**src/rtl/seg7_pkg.sv**
```systemverilog
// Shared definitions for the seven-segment pattern reader: the active-low
// digit patterns, the reader FSM states and the pattern decode function.
package seg7_pkg;

  localparam logic [7:0] SEG7_D0    = 8'hC0;
  localparam logic [7:0] SEG7_D1    = 8'hF9;
  localparam logic [7:0] SEG7_D2    = 8'hA4;
  localparam logic [7:0] SEG7_D3    = 8'hB0;
  localparam logic [7:0] SEG7_D4    = 8'h99;
  localparam logic [7:0] SEG7_D5    = 8'h92;
  localparam logic [7:0] SEG7_D6    = 8'h82;
  localparam logic [7:0] SEG7_D7    = 8'hF8;
  localparam logic [7:0] SEG7_BLANK = 8'hFF;

  typedef enum logic {WATCH, PRESENT} state_t;

  typedef struct packed {
    logic [2:0] value;
    logic       blank;
    logic       error;
  } dec_t;

  // Map a segment pattern to {value, blank, error}. Every table entry has
  // DP dark (bit7=1), so any pattern with DP lit falls into the error case.
  function automatic dec_t seg7_decode(input logic [7:0] pat);
    dec_t d;
    d = '0;
    case (pat)
      SEG7_D0:    d.value = 3'd0;
      SEG7_D1:    d.value = 3'd1;
      SEG7_D2:    d.value = 3'd2;
      SEG7_D3:    d.value = 3'd3;
      SEG7_D4:    d.value = 3'd4;
      SEG7_D5:    d.value = 3'd5;
      SEG7_D6:    d.value = 3'd6;
      SEG7_D7:    d.value = 3'd7;
      SEG7_BLANK: d.blank = 1'b1;
      default:    d.error = 1'b1;
    endcase
    return d;
  endfunction

endpackage

```
**src/rtl/seg7_stable_filter.sv**
```systemverilog
// Samples the segment bus and flags when the sampled pattern has been
// constant for STABLE_CYCLES consecutive samples.
module seg7_stable_filter
  import seg7_pkg::*;
#(
  parameter int STABLE_CYCLES = 4
) (
  input  logic       clk,
  input  logic       rst_n,
  input  logic [7:0] seg_in,
  output logic [7:0] s_q,
  output logic       stable
);

  localparam logic [7:0] LIMIT = 8'(STABLE_CYCLES);

  logic [7:0] cnt;

  // Sample register and run-length counter. The incoming sample is compared
  // with the one being replaced, so cnt always describes the run that s_q
  // belongs to; a fresh value starts a run of length 1.
  always_ff @(posedge clk) begin
    if (!rst_n) begin
      s_q <= SEG7_BLANK;
      cnt <= 8'd0;
    end else begin
      s_q <= seg_in;
      if (seg_in == s_q) begin
        if (cnt < LIMIT) cnt <= cnt + 8'd1;
      end else begin
        cnt <= 8'd1;
      end
    end
  end

  assign stable = (cnt == LIMIT);

endmodule

```
**src/rtl/seg7_pattern_reader.sv**
```systemverilog
// Reads an active-low seven-segment bus, waits for it to settle and reports
// each new stable pattern as a decoded digit on a valid/ready interface.
module seg7_pattern_reader
  import seg7_pkg::*;
#(
  parameter int STABLE_CYCLES = 4
) (
  input  logic       clk,
  input  logic       rst_n,
  input  logic [7:0] seg_in,
  output logic       out_valid,
  input  logic       out_ready,
  output logic [2:0] out_value,
  output logic       out_blank,
  output logic       out_error,
  output logic       out_lost
);

  logic [7:0] s_q;
  logic       stable;
  dec_t       dec;

  state_t     state;
  logic [7:0] last_rep;
  logic [7:0] cand;
  logic       cand_vld;
  logic       pend_lost;

  seg7_stable_filter #(
    .STABLE_CYCLES(STABLE_CYCLES)
  ) u_filter (
    .clk   (clk),
    .rst_n (rst_n),
    .seg_in(seg_in),
    .s_q   (s_q),
    .stable(stable)
  );

  assign dec = seg7_decode(s_q);

  // Report FSM. While a report waits, a second distinct stable pattern
  // (neither the reported one nor the first candidate seen since) means an
  // intermediate pattern will never be reported; that is remembered in
  // pend_lost and attached to the next report. Acceptance takes priority
  // over a new pattern, which is then picked up from WATCH on the next edge.
  always_ff @(posedge clk) begin
    if (!rst_n) begin
      state     <= WATCH;
      out_valid <= 1'b0;
      out_value <= 3'd0;
      out_blank <= 1'b0;
      out_error <= 1'b0;
      out_lost  <= 1'b0;
      last_rep  <= SEG7_BLANK;
      cand      <= SEG7_BLANK;
      cand_vld  <= 1'b0;
      pend_lost <= 1'b0;
    end else begin
      case (state)
        WATCH: begin
          if (stable && (s_q != last_rep)) begin
            out_value <= dec.value;
            out_blank <= dec.blank;
            out_error <= dec.error;
            out_lost  <= pend_lost;
            pend_lost <= 1'b0;
            last_rep  <= s_q;
            cand_vld  <= 1'b0;
            out_valid <= 1'b1;
            state     <= PRESENT;
          end
        end
        PRESENT: begin
          if (stable && (s_q != last_rep) && (!cand_vld || (s_q != cand))) begin
            if (cand_vld) pend_lost <= 1'b1;
            cand     <= s_q;
            cand_vld <= 1'b1;
          end
          if (out_ready) begin
            out_valid <= 1'b0;
            state     <= WATCH;
          end
        end
        default: state <= WATCH;
      endcase
    end
  end

endmodule

```
**config.mk**
```make
export PLATFORM = sky130hd
export DESIGN_NAME = seg7_pattern_reader
export DESIGN_NICKNAME = d
export VERILOG_FILES = /design/src/rtl/seg7_pkg.sv /design/src/rtl/seg7_stable_filter.sv /design/src/rtl/seg7_pattern_reader.sv
export SDC_FILE = /design/constraint.sdc
export NUM_CORES = 1
export LEC_CHECK = 0
export ABC_CLOCK_PERIOD_IN_PS = 2670
export CAP_MARGIN = 30
export CORE_MARGIN = 2
export CORE_UTILIZATION = 35
export DETAILED_ROUTE_END_ITERATION = 6
export HOLD_SLACK_MARGIN = 0.1
export PLACE_DENSITY = 0.6
export RECOVER_POWER = 25
export SKIP_CTS_REPAIR_TIMING = 1
export SYNTH_ARGS = -nofsm -noshare
export SYNTH_HDL_FRONTEND = slang
export SYNTH_SLANG_ARGS = --single-unit
```
**constraint.sdc**
```tcl
create_clock -name clk -period 2.67 [get_ports clk]
set_input_delay 0.267 -clock clk [delete_from_list [all_inputs] [get_ports clk]]
set_output_delay 0.267 -clock clk [all_outputs]
set_load 0.005 [all_outputs]
```
## After elaboration in Yosys (flattened, before gate mapping)

Cells that the tools add are included.

- Bits in registers: 42
- Output and inout bits: 7
- Logic and storage cells: 62

- Add/subtract/negate cells: 1
- Order comparisons: 1
- Eq/ne operators: 18
- Multiplexer cells: 17
- Bitwise operators: 1
- Reductions and logical operators: 11

Operators by type and width:

| cell | count |
|---|---|
| $eq A8 B8 Y1 const B | 9 |
| $pmux W3 S7 | 1 |
| $ne A8 B8 Y1 | 2 |
| $mux W1 | 12 |
| $reduce_and A2 Y1 | 5 |
| $reduce_or A9 Y1 | 1 |
| $add A8 B1 Y8 const B | 1 |
| $eq A8 B3 Y1 const B | 1 |
| $eq A8 B8 Y1 | 1 |
| $lt A8 B3 Y1 const B | 1 |
| $pmux W1 S2 | 4 |
| $ne A2 B2 Y1 const B | 3 |
| $ne A2 B1 Y1 const B | 2 |
| $reduce_and A3 Y1 | 1 |
| $logic_and A1 B1 Y1 | 2 |
| $logic_not A1 Y1 | 1 |
| $logic_or A1 B1 Y1 | 1 |
| $not A1 Y1 | 1 |

## Longest topological paths before layout

- Depth in word-level cells: 5
- Gate-level depth with buffers: 9
- Mapped depth without buffers: 7

## Hierarchy

Synthesis repeated with hierarchy kept, for this count alone.

- Cells, all modules: 223
- Area, all modules: 2129.5 µm²

Modules (own cells, without submodules):

| module | instances | cells each | area each (µm²) | seq. area each (µm²) |
|---|---|---|---|---|
| seg7_pattern_reader | 1 | 163 | 1472.7 | 520.5 |
| seg7_stable_filter | 1 | 60 | 656.9 | 320.3 |

## Worst setup path after synthesis

No wires, ideal clock.

- Kind: register -> register
- Start: register u_filter.cnt[0]
- End: register last_rep[0]
- Setup time: 0.129 ns
- Data arrival time: 1.738 ns
- Required time: 2.541 ns
- Path slack: 0.802 ns
- Cell stages (with the launch flop): 10
- Buffers on the path: 2
- Cell sequence: dfxtp_1 > inv_1 > ha_1 > nor4bb_1 > nand2_1 > a211oi_1 > buf_6 > buf_6 > mux2i_1 > nand2_1

- Longest elaborated chain between the ends: 3

Ends and longest elaborated chain:

| element | line | text |
|---|---|---|
| start: declaration | seg7_stable_filter.sv:17 | `logic [7:0] cnt;` |
| start signal: assignment | seg7_stable_filter.sv:29 | `if (cnt < LIMIT) cnt <= cnt + 8'd1;` |
| $eq A8 B3 Y1 | seg7_stable_filter.sv:36 | `assign stable = (cnt == LIMIT);` |
| $logic_and A1 B1 Y1 | seg7_pattern_reader.sv:61 | `if (stable && (s_q != last_rep)) begin` |
| $reduce_and A2 Y1 (no line) | n/a |  |
| end signal: assignment | seg7_pattern_reader.sv:67 | `last_rep <= s_q;` |
| end: declaration | seg7_pattern_reader.sv:24 | `logic [7:0] last_rep;` |

Every way passes these cells.
A chain may end at the register's enable or synchronous reset.

## Final worst setup path

- Start: register u_filter.cnt[0]
- End: register last_rep[7]

Same word-level chain as after synthesis.

==> results summary <==
The run finished with clean final reports. The netlist area before placement came out at 2000 sq um. Sorting the synthesized cells by area gives the leading types as dfxtp_1 42%, xnor2_1 12%, mux2i_1 8.0%. The total number of yosys warnings is 0. The number of rows in the core area is 27. The total power came out at 1.17 mW.

The pin count of the biggest net entering global routing came out at 28. The half-perimeter wire length after placement came out at 2810 microns. The overall routing resource usage is 0.135.

The final design area excluding fillers is 2310 sq um. In the synthesized netlist the dominant register cell turns out to be dfxtp_1. The post-layout net count is 240.

The count of state elements after synthesis came out at 42. The count of buffers inserted at the top-level ports came out at 17. The proportion of total power due to net switching is 0.234. The synthesized netlist net count came out at 222. The tightest slew margin relative to the limit is 0.313.

In this run, CTS created clock tree buffers numbering 5. Summed over all instances, the cell type with the most area after synthesis is dfxtp_1. The global-route wire length before repair is 6640 microns.

The fraction of final layout cells sized beyond drive strength 1 is 0.0833. The clock passes through at most 2 buffers. The highest achievable clock rate is 508 MHz.

The clock insertion delay at the later pin of the skew report is 0.30 ns. The smallest setup slack after layout came out at 0.700 ns. The number of different library cells used by synthesis comes to 41. The full die area came out at 6330 sq um. The congestion estimate from routability-driven global placement came to 0.747. The antenna diode count is 0.

The via count of the routed design came out at 1465. The number of top-level pins is 18. The critical setup path kind is register to register. The number of fill cells in the layout is 558. The vias per cell is 4.88. The signal arrival time at the worst endpoint is 2.12 ns. The library cell used most frequently in the layout, excluding fill and tap cells, is dfxtp_1.

Setup repair after global routing left no endpoint under its margin. The internal power came out at 0.894 mW. The proportion of synthesized flip-flops having asynchronous set or reset came out at 0.

In this run, synthesis inferred 0 flip-flops with an integrated enable. The slew of the pin with the lowest slew margin is 1.03 ns. The part of the cycle the worst path needs came out at 0.738. Setup total negative slack on the finished layout was measured at 0 ns.

Setup violations remaining at the end of the flow were counted as 0. The core footprint came out at 5510 sq um. The global route total overflow is 0. The net switching power of the design came out at 0.274 mW. The worst setup slack before clock tree synthesis is 0.721 ns. The average footprint of a synthesized cell is 9.57 sq um. The fraction of power consumed by sequential logic came out at 0.557.

The share of the Yosys chip area taken by registers is 0.421. The reported leakage power is 0.854 nW. The count of unresolved DRC violations after routing is 0. The clock net in this run drives a total of 42 sinks. The die span in y came out at 79.6 microns.

The path class of the tightest hold or removal check is register to register. The number of global-route vias before repair came out at 1375. The clock-pin transition on the worst setup and hold timing paths is 0.08 ns. The count of routing violations after the opening detailed-route iteration came out at 114. The power density normalized to cell area came out at 506 nW/um^2. The share of power burned in the clock network is 0.361. The final number of max-transition violations is 0. The part of the power in combinational logic is 0.083. The hold violation count in the final report came out at 0. The level count of the clock H-tree came out at 2. The time the final worst path needs with I/O delays and setup is 1.97 ns.

Relative to the synthesized area, the layout overhead comes to 15.5%. The initial cell density of the core came out at 0.363. The sum of routed wire length over all layers came out at 3880 microns. The number of antenna violations at the first check in global routing is 0. The die width came out at 79.6 microns.

The number of instances in the synthesized netlist is 209. TritonCTS built the clock tree. The capturing element type of the critical path is a register. The instance area after placement is 2220 sq um.

The largest fanout of any net on the critical path came out at 10. The detailed-routing iteration count for the pre-antenna-repair pass came out at 4. The share of synthesized area in the top cell type comes to 0.421. The setup skew after layout came out at 0.00737 ns.

The average routed wire per standard cell came out at 12.9 microns. The count of antenna-violating nets left after detailed routing came out at 0. STA classifies the critical path startpoint as a register.

VDD sags by at most 179 uV. The required time at the worst-slack endpoint is 2.82 ns. The reported max-cap violation count is 0.

The cell sitting at the root of the clock tree is a clkbuf_8. The library cells used most frequently in the layout, excluding fill and tap cells, are 42 x dfxtp_1, 27 x xnor2_1, 18 x nand2_1, 16 x mux2i_1, 12 x clkdlybuf4s50_1.
through the flow:
stage | std cells | utilization | hold slack [ns]
finish | 300 | 0.419 | 0.473
global placement | 292 | 0.404 | 0.459
floorplan | 209 | - | 0.368
CTS | 300 | 0.420 | 0.479
detailed placement | 292 | 0.404 | 0.467
global route | 300 | 0.419 | 0.502
synth_stat cells (3+ instances only):
cell,instances
xnor2_1,27
o21ai_1,3
a21oi_1,3
buf_4,5
nand3_1,8
and3_1,7
nand4_1,9
clkbuf_1,4
a21boi_1,3
dfxtp_1,42
buf_6,4
nand2_1,18
o21ai_0,5
nor2b_1,6
nor2_1,8
nand2b_1,10
mux2i_1,16
final cells by class:
type	count	area (sq um)	area share
clock inverters	1	5.00	0.00217
well taps	72	90.1	0.0390
inverters	2	7.51	0.00325
flip-flops and latches	42	841	0.364
multi-input cells	151	1050	0.456
repair buffers	25	226	0.0980
clock buffers	7	86.3	0.0374
per-layer routing:
metal,vias up,global-route usage,wire length (microns)
met5,-,0,0
met4,0,0.0466,67
met3,6,0.0351,148
met2,28,0.213,1710
met1,671,0.179,1950
li1,760,-,-
cell families after synthesis:
kind of cell    Yosys count  synth area share
xor+xnor                 27             0.118
flops                    42             0.421
compound gates           24            0.0776
buf+inv                  16            0.0551
mux                      16            0.0801
simple gates             82             0.236
fa+ha+maj                 2            0.0125
power groups by stage:
stage          Combinational (mW)  Sequential (mW)  Clock, mW
2_1_floorplan              0.0794            0.653          0
3_3_place_gp               0.0993            0.665          0
3_5_place_dp               0.0979            0.665          0
4_1_cts                    0.0984            0.650      0.434
5_1_grt                     0.106            0.652      0.458
6_report                   0.0965            0.650      0.421
state kept, by name, indices dropped and copies added, names as in the netlist:
| signal | cells |
|---|---|
| cand | 8 |
| cand_vld | 1 |
| last_rep | 8 |
| out_blank | 1 |
| out_error | 1 |
| out_lost | 1 |
| out_valid | 1 |
| out_value | 3 |
| pend_lost | 1 |
| state | 1 |
| u_filter.cnt | 8 |
| u_filter.s_q | 8 |
critical path, cell delays in order, from the launching register on:
cell      delay [ns]
dfxtp_1         0.34
inv_1           0.06
ha_1            0.14
nor4bb_1        0.34
nand2_1         0.15
a211oi_2        0.26
buf_4           0.25
mux2i_1         0.22
nand2_1         0.06
path summary, 6_finish.rpt:
| path | from | to | slack [ns] | depth (start not counted) |
|---|---|---|---|---|
| setup / recovery | u_filter.cnt[0]$_SDFFE_PN0P_ | last_rep[7]$_SDFFE_PN1P_ | 0.70 | 8 |
| hold / removal | out_value[0]$_SDFFE_PN0P_ | out_value[0]$_SDFFE_PN0P_ | 0.47 | 2 |
| setup reg to reg | u_filter.cnt[0]$_SDFFE_PN0P_ | last_rep[7]$_SDFFE_PN1P_ | 0.70 | 8 |
| hold reg to reg | out_value[0]$_SDFFE_PN0P_ | out_value[0]$_SDFFE_PN0P_ | 0.47 | 2 |
(Power assumes the default switching activity.)
